**config.mk**
```make
export PLATFORM = sky130hd
export DESIGN_NAME = multicycle_ctrl_fsm
export DESIGN_NICKNAME = d
export VERILOG_FILES = /design/src/rtl/multicycle_ctrl_fsm.sv
export SDC_FILE = /design/constraint.sdc
export NUM_CORES = 1
export LEC_CHECK = 0
export CORE_ASPECT_RATIO = 1.25
export CORE_MARGIN = 2
export CORE_UTILIZATION = 50
export DETAILED_ROUTE_END_ITERATION = 8
export PLACE_DENSITY_LB_ADDON = 0.25
export SYNTH_ARGS = -nofsm -noshare
export SYNTH_HDL_FRONTEND = slang
export SYNTH_SLANG_ARGS = --single-unit
```
**constraint.sdc**
```tcl
create_clock -name clk -period 2.6 [get_ports clk]
set_input_delay 0.52 -clock clk [delete_from_list [all_inputs] [get_ports clk]]
set_output_delay 0.52 -clock clk [all_outputs]
set_load 0.03 [all_outputs]
```
**src/rtl/multicycle_ctrl_fsm.sv**
```systemverilog
// Multicycle control unit for an RV32I-subset datapath: walks each instruction
// through FETCH/DECODE/EXECUTE/MEM/WRITE_BACK and parks in ERROR on faults.
module multicycle_ctrl_fsm #(
  parameter int MEM_TIMEOUT = 15,
  parameter int CNT_W       = 16
) (
  input  logic             clk,
  input  logic             reset,
  input  logic             run,
  input  logic [6:0]       opcode,
  input  logic             mem_ready,
  output logic [3:0]       state,
  output logic             busy,
  output logic             mem_req,
  output logic             mem_we,
  output logic             iord,
  output logic             ir_write,
  output logic             pc_write,
  output logic             pc_write_cond,
  output logic             reg_write,
  output logic             alu_src,
  output logic             mem_to_reg,
  output logic [1:0]       aluop,
  output logic             retire,
  output logic [CNT_W-1:0] instr_count,
  output logic             err,
  output logic [1:0]       err_code
);

  typedef enum logic [3:0] {
    S_IDLE       = 4'b0000,
    S_FETCH      = 4'b0001,
    S_DECODE     = 4'b0010,
    S_EXECUTE    = 4'b0011,
    S_MEM        = 4'b0100,
    S_WRITE_BACK = 4'b0101,
    S_ERROR      = 4'b1111
  } state_e;

  localparam logic [6:0] OP_R      = 7'b0110011;
  localparam logic [6:0] OP_IALU   = 7'b0010011;
  localparam logic [6:0] OP_LOAD   = 7'b0000011;
  localparam logic [6:0] OP_STORE  = 7'b0100011;
  localparam logic [6:0] OP_BRANCH = 7'b1100011;

  localparam logic [1:0] EC_ILLEGAL = 2'b01;
  localparam logic [1:0] EC_TIMEOUT = 2'b10;

  localparam logic [1:0] ALU_ADD  = 2'b00;
  localparam logic [1:0] ALU_SUB  = 2'b01;
  localparam logic [1:0] ALU_RFN  = 2'b10;
  localparam logic [1:0] ALU_IFN  = 2'b11;

  state_e           state_q, state_d;
  logic [6:0]       op_q, op_d;
  logic [7:0]       wait_q, wait_d;
  logic [CNT_W-1:0] cnt_q, cnt_d;
  logic             err_q, err_d;
  logic [1:0]       code_q, code_d;

  logic legal_in;
  logic timeout_hit;
  logic instr_end;
  logic ir_write_c, pc_write_c, pc_write_cond_c, reg_write_c, mem_we_c;

  always_comb begin
    legal_in = 1'b0;
    case (opcode)
      OP_R, OP_IALU, OP_LOAD, OP_STORE, OP_BRANCH: legal_in = 1'b1;
      default:                                     legal_in = 1'b0;
    endcase
  end

  // The cycle that would push the wait count to MEM_TIMEOUT is the last one;
  // a mem_ready on that same cycle still completes the access.
  assign timeout_hit = !mem_ready && (({1'b0, wait_q} + 9'd1) == 9'(MEM_TIMEOUT));

  always_comb begin
    state_d         = state_q;
    op_d            = op_q;
    wait_d          = wait_q;
    cnt_d           = cnt_q;
    err_d           = err_q;
    code_d          = code_q;
    instr_end       = 1'b0;
    mem_req         = 1'b0;
    mem_we_c        = 1'b0;
    iord            = 1'b0;
    ir_write_c      = 1'b0;
    pc_write_c      = 1'b0;
    pc_write_cond_c = 1'b0;
    reg_write_c     = 1'b0;
    alu_src         = 1'b0;
    mem_to_reg      = 1'b0;
    aluop           = ALU_ADD;

    case (state_q)
      S_IDLE: begin
        if (run) begin
          state_d = S_FETCH;
          wait_d  = 8'd0;
        end
      end

      S_FETCH: begin
        mem_req = 1'b1;
        if (mem_ready) begin
          ir_write_c = 1'b1;
          pc_write_c = 1'b1;
          state_d    = S_DECODE;
          wait_d     = 8'd0;
        end else if (timeout_hit) begin
          state_d = S_ERROR;
          err_d   = 1'b1;
          code_d  = EC_TIMEOUT;
          wait_d  = 8'd0;
        end else begin
          wait_d = wait_q + 8'd1;
        end
      end

      S_DECODE: begin
        op_d = opcode;
        if (!legal_in) begin
          state_d = S_ERROR;
          err_d   = 1'b1;
          code_d  = EC_ILLEGAL;
        end else begin
          state_d = S_EXECUTE;
        end
      end

      S_EXECUTE: begin
        case (op_q)
          OP_R: begin
            aluop   = ALU_RFN;
            state_d = S_WRITE_BACK;
          end
          OP_IALU: begin
            aluop   = ALU_IFN;
            alu_src = 1'b1;
            state_d = S_WRITE_BACK;
          end
          OP_LOAD, OP_STORE: begin
            aluop   = ALU_ADD;
            alu_src = 1'b1;
            state_d = S_MEM;
            wait_d  = 8'd0;
          end
          OP_BRANCH: begin
            aluop           = ALU_SUB;
            pc_write_cond_c = 1'b1;
            instr_end       = 1'b1;
          end
          default: state_d = S_IDLE;
        endcase
      end

      S_MEM: begin
        mem_req  = 1'b1;
        iord     = 1'b1;
        mem_we_c = (op_q == OP_STORE);
        if (mem_ready) begin
          wait_d = 8'd0;
          if (op_q == OP_LOAD) state_d = S_WRITE_BACK;
          else                 instr_end = 1'b1;
        end else if (timeout_hit) begin
          state_d = S_ERROR;
          err_d   = 1'b1;
          code_d  = EC_TIMEOUT;
          wait_d  = 8'd0;
        end else begin
          wait_d = wait_q + 8'd1;
        end
      end

      S_WRITE_BACK: begin
        reg_write_c = 1'b1;
        mem_to_reg  = (op_q == OP_LOAD);
        instr_end   = 1'b1;
      end

      S_ERROR: ;

      default: state_d = S_IDLE;
    endcase

    // run is only looked at here and in IDLE, so dropping it never aborts
    if (instr_end) begin
      cnt_d   = cnt_q + CNT_W'(1);
      wait_d  = 8'd0;
      state_d = run ? S_FETCH : S_IDLE;
    end
  end

  // Strobes that change datapath or counter state are held off while reset
  // is asserted, since that cycle's work is being discarded.
  assign ir_write      = ir_write_c      & ~reset;
  assign pc_write      = pc_write_c      & ~reset;
  assign pc_write_cond = pc_write_cond_c & ~reset;
  assign reg_write     = reg_write_c     & ~reset;
  assign mem_we        = mem_we_c        & ~reset;
  assign retire        = instr_end       & ~reset;

  assign state       = state_q;
  assign busy        = (state_q != S_IDLE) && (state_q != S_ERROR);
  assign instr_count = cnt_q;
  assign err         = err_q;
  assign err_code    = code_q;

  always_ff @(posedge clk) begin
    if (reset) begin
      state_q <= S_IDLE;
      op_q    <= 7'd0;
      wait_q  <= 8'd0;
      cnt_q   <= '0;
      err_q   <= 1'b0;
      code_q  <= 2'b00;
    end else begin
      state_q <= state_d;
      op_q    <= op_d;
      wait_q  <= wait_d;
      cnt_q   <= cnt_d;
      err_q   <= err_d;
      code_q  <= code_d;
    end
  end

endmodule

```
After elaboration in Yosys (flattened, before gate mapping) --
Index checks and enable logic that the tools add are counted. W data, S select, Z words.
Storage, ports and cells: input port bits 11, word-level logic and storage cells 99, bits in registers 38
Cells by class: equality and inequality tests 27, reductions and logical operators 17, add/subtract/negate cells 3, bitwise operators 6, muxes and demuxes 40
Operators by type and width (number):
- $mux W8 | 4
- $eq A7 B6 Y1 const B | 4
- $mux W4 | 7
- $pmux W4 S6 | 1
- $pmux W8 S3 | 1
- $mux W1 | 18
- $add A16 B1 Y16 const B | 1
- $eq A7 B2 Y1 const B | 2
- $eq A7 B5 Y1 const B | 2
- $eq A7 B7 Y1 const B | 2
- $pmux W4 S3 | 1
- $reduce_or A2 Y1 | 5
- $add A8 B1 Y9 const B | 1
- $eq A9 B4 Y1 const B | 1
- $add A8 B1 Y8 const B | 1
- $eq A4 B2 Y1 const B | 2
- $eq A4 B3 Y1 const B | 2
- $mux W2 | 4
- $ne A4 B4 Y1 const B | 2
- $reduce_and A4 Y1 | 2
- $ne A2 B1 Y1 const B | 3
- $ne A2 B2 Y1 const B | 3
- $ne A3 B3 Y1 const B | 2
- $pmux W2 S3 | 1
- 16 further kinds | 21

Longest topological paths before layout --
Gate-level depths: netlist (run 1).
depth in word-level cells 7, gate-level depth with buffers 8, mapped depth without buffers 6

Least setup slack after synthesis (run 1) --
No wires, ideal clock.
kind register to output, from register state_q[0] (netlist: state[0]), to output port pc_write_cond, cell stages (with the launch flop) 5, setup slack -0.272 ns, path buffers 1, arrival 2.352 ns, data required time 2.080 ns, path through dfxtp_1 > clkbuf_1 > nand4bb_1 > or2_2 > nor4b_1
On the way: cells in the longest elaborated chain, start to end 3
RTL lines:
- start, declared | RTL line 54 | state_e state_q, state_d;
- start signal, assigned | RTL line 220 | state_q <= state_d;
- $eq A4 B2 Y1 | RTL line 97 | case (state_q)
- $mux W1 | RTL line 97
- $and A1 B1 Y1 | RTL line 200 | assign pc_write_cond = pc_write_cond_c & ~reset;
- end, declared | RTL line 19 | output logic pc_write_cond,
No other way between the ends.

Worst setup path after layout (run 1) --
from register state_q[3] (netlist: state[3]), to output port retire
On the way: cells in the longest elaborated chain, start to end 3, elaborated cells between the ends (all ways) 5, classes of those cells eq/ne (3); mux (1); bitwise (1)
RTL lines:
- $eq A4 B3 Y1 / $eq A4 B2 Y1 (equally long branches) | RTL line 97
- $pmux W1 S3 (*) | RTL line 97
- $and A1 B1 Y1 (*) | RTL line 203 | assign retire = instr_end & ~reset;
- end, declared | RTL line 24 | output logic retire,
Mark *: on every way between the ends. The rest lies on a longest branch, timed or not.

==> results.toml, run 1 <==
[global_route]
use_met1_pct = 30.4
grt_max_degree = 34
grt_pass1_vias = 2117
grt_antenna_before_repair = 0
grt.met3_usage_pct = 4.20
gr-max-usage-layer = "met2"
grt_first_pass_wirelength_mm = 9.45
grt_overflow = 0
grt_usage_pct = 23.7
grt_use_met2_pct = 40.2

[routing]
drc_errors = 0
antenna_left = 0
wl_per_cell_um = 14.9
vias = 2313
wirelength_mm = 5.66
dr.pass1.iters = 4
drt_iter0_markers = 192
vias_per_cell = 6.09

[timing]
period_share_pct = 97.7
holdWs_ps = 463
fin_skew_ps = 2.95
rsz0062_at_grt = "no"
hold_viol = 0
maxSlewHeadroom_pct = 68.9
tightest_slew_ps = 460
setup_viol = 0
setup_tns_ps = 0
fmax_mhz = 394
min_period_ps = 2540
slew_viol_final = 0

[layout]
diodes = 0
drive_gt1_share_pct = 13.3
area_growth_pct = 33.0
stdcell_count = 380
nNetsFinal = 337

[synth]
synth.most_common_cell = "dfxtp_1"
ys_types = 53
netlist_instances = 273
synth_fp_nets = 287
synth_top_cell_area_share_pct = 35.3
synth-main-ff-cell = "dfxtp_1"
synthesis.area_um2 = 2160
avgSynthCellArea_um2 = 7.90
ys_async_sr_fraction_pct = 0
synth_area_leaders = "dfxtp_1, a21oi_1, or3_1, nand2_1, o31ai_1"
synth_edf_count = 0
synth-seq-cells = 38
synth.top_cells.by_count = "dfxtp_1, a21oi_1, nand2_1"
ys_warn_count = 0
synth_top_area_cell = "dfxtp_1"
ys_seq_area_share_pct = 35.3

[min_path]
hold_class = "reg2reg"
hp-start = "err$_SDFFE_PP0P_"

[floorplan]
core-area_um2 = 4130
dieArea_um2 = 4860
rows = 26
initial_core_util_pct = 52.2
die_x_um = 62.7
ioPinCount = 47
dieHeight_um = 77.4

[run_status]
status = "complete, no violations"

[clock_tree]
cts_sinks = 38
path_clk_slew_ps = 70
root_buffer = "clkbuf_8"
cts_setup_buffers = 0
cts_buffers = 5
ctsHtreeMaxLevel = 2
cts_buffer_depth = 2
cts_tree = "built"
clk_latency_ps = 290

[critical_path]
end_kind = "primary output"
path_delay_family = "simple AND/OR/NAND/NOR gates"
r2r-start = "state[3]$_SDFFE_PP0P_"
slowest_delay_ps = 600
cp.arrival_ps = 2020
path_cells = "or4b_4 > clkinv_2 > o311a_1 > a211oi_2 > buf_12 > nor2_2 > buf_4"
critPathLaunch = "state[3]$_SDFFE_PP0P_"
crit_path_top_delay_cell = "or4b_4"
worstSetupPathType = "reg2out"
cp.required_ps = 2080
crit_fanout = 32
cp_num_buf_inv = 3
startpoint_type = "flop"

[pwr]
leakagePower_uw = 0.00105
powerDensity_nw_per_um2 = 725
ir_worst_vdd_v = 0.000378

[place]
portBuffers = 46
gp_congestion = 0.895
place_hpwl_mm = 4.00
place_inst = 372

[flow_run]
maxCapViolCount = 0
-- report_power, final --
group,switching [µW],internal (µW),leakage [µW]
sequential,64.9,643,0.000308
clock,211,268,0.0000575
combinational,538,353,0.000689
total,814,1260,0.00105
-- kinds of logic (layout without fill, tap and decap cells) --
| logic type | after synthesis | after routing | synth area share [%] |
|---|---|---|---|
| buffers and inverters | 33 | 84 | 6.44 |
| multiplexers | 1 | 1 | 0.464 |
| AND/OR/NAND/NOR | 105 | 105 | 27.7 |
| AO/OA/AOI/OAI | 90 | 90 | 27.1 |
| adder cells (fa/ha/maj) | 3 | 3 | 1.74 |
| XOR/XNOR | 3 | 3 | 1.22 |
| flip-flops | 38 | 38 | 35.3 |
-- cell type report --
class | instances | area (µm²)
Tap cell | 56 | 70.1
Multi-Input combinational cell | 202 | 1280
Sequential cell | 38 | 762
Inverter | 15 | 57.6
Fill cell | 374 | 1260
Timing Repair Buffer | 61 | 584
Clock buffer | 8 | 110
-- path summary, 6_finish.rpt --
| kind | to | slack [ps] | depth (start not counted) |
|---|---|---|---|
| setup / recovery | retire | 60 | 7 |
| hold / removal | err$_SDFFE_PP0P_ | 460 | 2 |
| setup reg to reg | instr_count[6]$_SDFFE_PP0P_ | 370 | 7 |
| hold reg to reg | err$_SDFFE_PP0P_ | 460 | 2 |
-- layout by cell type, fill, tap and decap left out, types with 5 or more instances in the layout --
master and instances:
a21oi_1 35, a311oi_1 5, a31oi_1 6, and3_1 8
buf_4 18, clkbuf_8 8, clkdlybuf4s50_1 34, dfxtp_1 37
dlygate4sd2_1 5, inv_1 14, nand2_1 20, nand3_1 12
nand4_1 7, nor2_1 12, o21ai_0 13, o31ai_1 9
or3_1 13, or4_1 8
-- registers in the layout, indices dropped and copies added (netlist names) --
register / flops
instr_count: 16
wait_q: 8
op_q: 7
state: 4
err_code: 2
err: 1
-- routing by layer --
layer  share of wire, %  vias up
met5                  0        -
met4               0.97        0
met3                6.1        8
met2                 50       76
met1                 43     1105
li1                   -     1124
-- stage by stage --
stage / setup slack, ps / instance area, µm² / power (µW) / utilization (%)
after floorplan: 41.4 / 2180 / 1290 / -
after global placement: 163 / 2760 / 1590 / 66.7
after detailed placement: 163 / 2760 / 1610 / 66.7
after CTS: 17.4 / 2860 / 2080 / 69.3
after global routing: 0.269 / 2870 / 2190 / 69.4
final: 61.1 / 2870 / 2080 / 69.4
-- worst reg2reg max path, stage by stage (launching register included) --
cell      delay (ps)
dfxtp_1          360
or4b_4           600
clkinv_2          80
o311a_1          190
a211oi_2          70
buf_12           190
or4_1            500
a21oi_1          170
-- repair_timing --
item,CTS,global route
hold buffers,0,0
gates resized for setup,5,2
endpoints found under the hold margin,0,0
endpoints found under the setup margin,5,2
pin swaps,0,0
Note: power is estimated with default switching activity, not from simulation.
==> inputs of run 2 (changes only) <==
==> constraint.sdc (replaced) <==
create_clock -name clk -period 2.5 [get_ports clk]
set_input_delay 0.5 -clock clk [delete_from_list [all_inputs] [get_ports clk]]
set_output_delay 0.5 -clock clk [all_outputs]
set_load 0.03 [all_outputs]
==> run 2 against run 1 <==
Compared with the run above: power up 4.1%; critical path depth fell by 1; flip-flop and latch count is the same; design area rose by 0.35%; combinational power is 2% higher; die area did not move; sequential share of layout area is 0.093 points lower; highest routed layer unchanged.
==> results.toml, run 2 (synthesis results as in run 1) <==
[clock_tree]
clk_latency_ps = 290
cts_buffer_depth = 2
ctsHtreeMaxLevel = 2
cts_sinks = 38
cts_setup_buffers = 0
cts_buffers = 5
path_clk_slew_ps = 80
cts_tree = "built"
root_buffer = "clkbuf_8"

[place]
portBuffers = 46
dp_slack_ps = 94.5
place_hpwl_mm = 4.05
gp_congestion = 0.854
post_dp_cell_area_um2 = 2770

[global_route]
grt_max_degree = 34
grt_overflow = 0
grt_pass1_vias = 2030
grt_antenna_before_repair = 0
grt_usage_pct = 23.4
grt_first_pass_wirelength_mm = 9.17

[critical_path]
critPathLaunch = "state[0]$_SDFFE_PP0P_"
cp.arrival_ps = 1910
worstSetupPathType = "reg2out"
startpoint_type = "flop"
crit_fanout = 7
reg2regPathDepth = 7
cp.required_ps = 2000
end_kind = "primary output"
r2r_slack_ps = 210
regToRegEndpoint = "instr_count[7]$_SDFFE_PP0P_"
r2r-start = "state[0]$_SDFFE_PP0P_"

[flow_run]
maxCapViolCount = 0

[layout]
largest_register_ffs = 16
drive_gt1_share_pct = 13.6
final_core_util_pct = 69.6
nNetsFinal = 337
design_area_um2 = 2880
area_growth_pct = 33.4
nFillCells = 351
final_common_cell = "dfxtp_1"
final_cell_mix = "dfxtp_1, a21oi_1, clkdlybuf4s50_1, nand2_1, buf_4"
diodes = 0

[routing]
wirelength_mm = 5.59
drt_iter0_markers = 114
vias = 2262
drc_errors = 0
vias_per_cell = 5.95
dr.pass1.iters = 4
antenna_left = 0
wl_per_cell_um = 14.7

[timing]
setup_viol = 0
rsz0062_at_grt = "no"
fmax_mhz = 415
maxSlewHeadroom_pct = 67.6
slew_viol_final = 0
tightest_slew_ps = 480
fin_ws_ps = 91.8
period_share_pct = 96.3
setup_tns_ps = 0
fin_skew_ps = 6.66
min_period_ps = 2410
hold_viol = 0

[min_path]
hold_class = "reg2reg"
holdPathEnd = "op_q[3]$_SDFFE_PP0P_"
hold_depth = 2
hp-start = "op_q[3]$_SDFFE_PP0P_"

[floorplan]
rows = 26
die_x_um = 62.7
ioPinCount = 47
dieHeight_um = 77.4
core-area_um2 = 4130
initial_core_util_pct = 52.2
dieArea_um2 = 4860

[pwr]
p_total_uw = 2160
ir_worst_vdd_v = 0.000427
powerDensity_nw_per_um2 = 752
leakagePower_uw = 0.00105

[run_status]
status = "complete, no violations"
[run 2: changes by cell type in the layout (fill, tap and decap cells not counted), sizes merged]
| cell | delta |
|---|---|
| clkinv | +2 |
| dlygate4sd2 | -1 |
| buf | +1 |
| clkdlybuf4s50 | -1 |
| bufinv | +1 |
| clkbuf | -3 |
| clkdlybuf4s15 | +1 |
[run 2: critical path, cell delays in order (launching register included)]
cell and delay [ps]:
dfxtp_1 380, or4b_4 580, clkinv_2 80, o311a_1 230, a211oi_4 80, nor2_4 110
buf_4 160
[run 2: cell type report]
class / count / area [µm²] / share of cell area, %
clock buffer: 5 / 68.8 / 2.39
inverter: 15 / 57.6 / 2.00
multi-input combinational: 202 / 1290 / 45.0
sequential: 38 / 762 / 26.5
timing repair buffer: 61 / 583 / 20.3
clock inverter: 3 / 40.0 / 1.39
tap: 56 / 70.1 / 2.44
[run 2: layer usage]
layer | share of wire (%) | GRT usage, % | routed length [µm] | vias to the layer above
li1 | - | - | - | 1131
met1 | 43 | 27.7 | 2410 | 1058
met2 | 50 | 41.3 | 2810 | 66
met3 | 5.1 | 4.78 | 287 | 7
met4 | 1.5 | 8.89 | 83 | 0
met5 | 0 | 0 | 0 | -
[run 2: worst max-delay path by stage]
stage          depth (start not counted)                          end
2_1_floorplan                          7                       retire
3_3_place_gp                           7  instr_count[7]$_SDFFE_PP0P_
3_5_place_dp                           7  instr_count[7]$_SDFFE_PP0P_
4_1_cts                                4                         busy
5_1_grt                                6                       retire
6_report                               6                       retire
[run 2: report_power, final]
| group | leakage (µW) | switching [µW] | internal (µW) | total, µW |
|---|---|---|---|---|
| registers | 0.000308 | 71.6 | 669 | 740 |
| logic | 0.000689 | 536 | 371 | 907 |
| clock network | 0.0000579 | 222 | 294 | 515 |
| total | 0.00105 | 829 | 1330 | 2160 |
[run 2: repair_timing]
action	CTS	global route
endpoints found under the setup margin	5	4
pin swaps	0	1
gates resized for setup	5	3
hold buffers	0	0
[run 2: through the flow]
stage               instances  hold WS [ps]
CTS                       380           460
global route              380           483
finish                    380           457
detailed placement        372           450
global placement          372           443
floorplan                 273           432
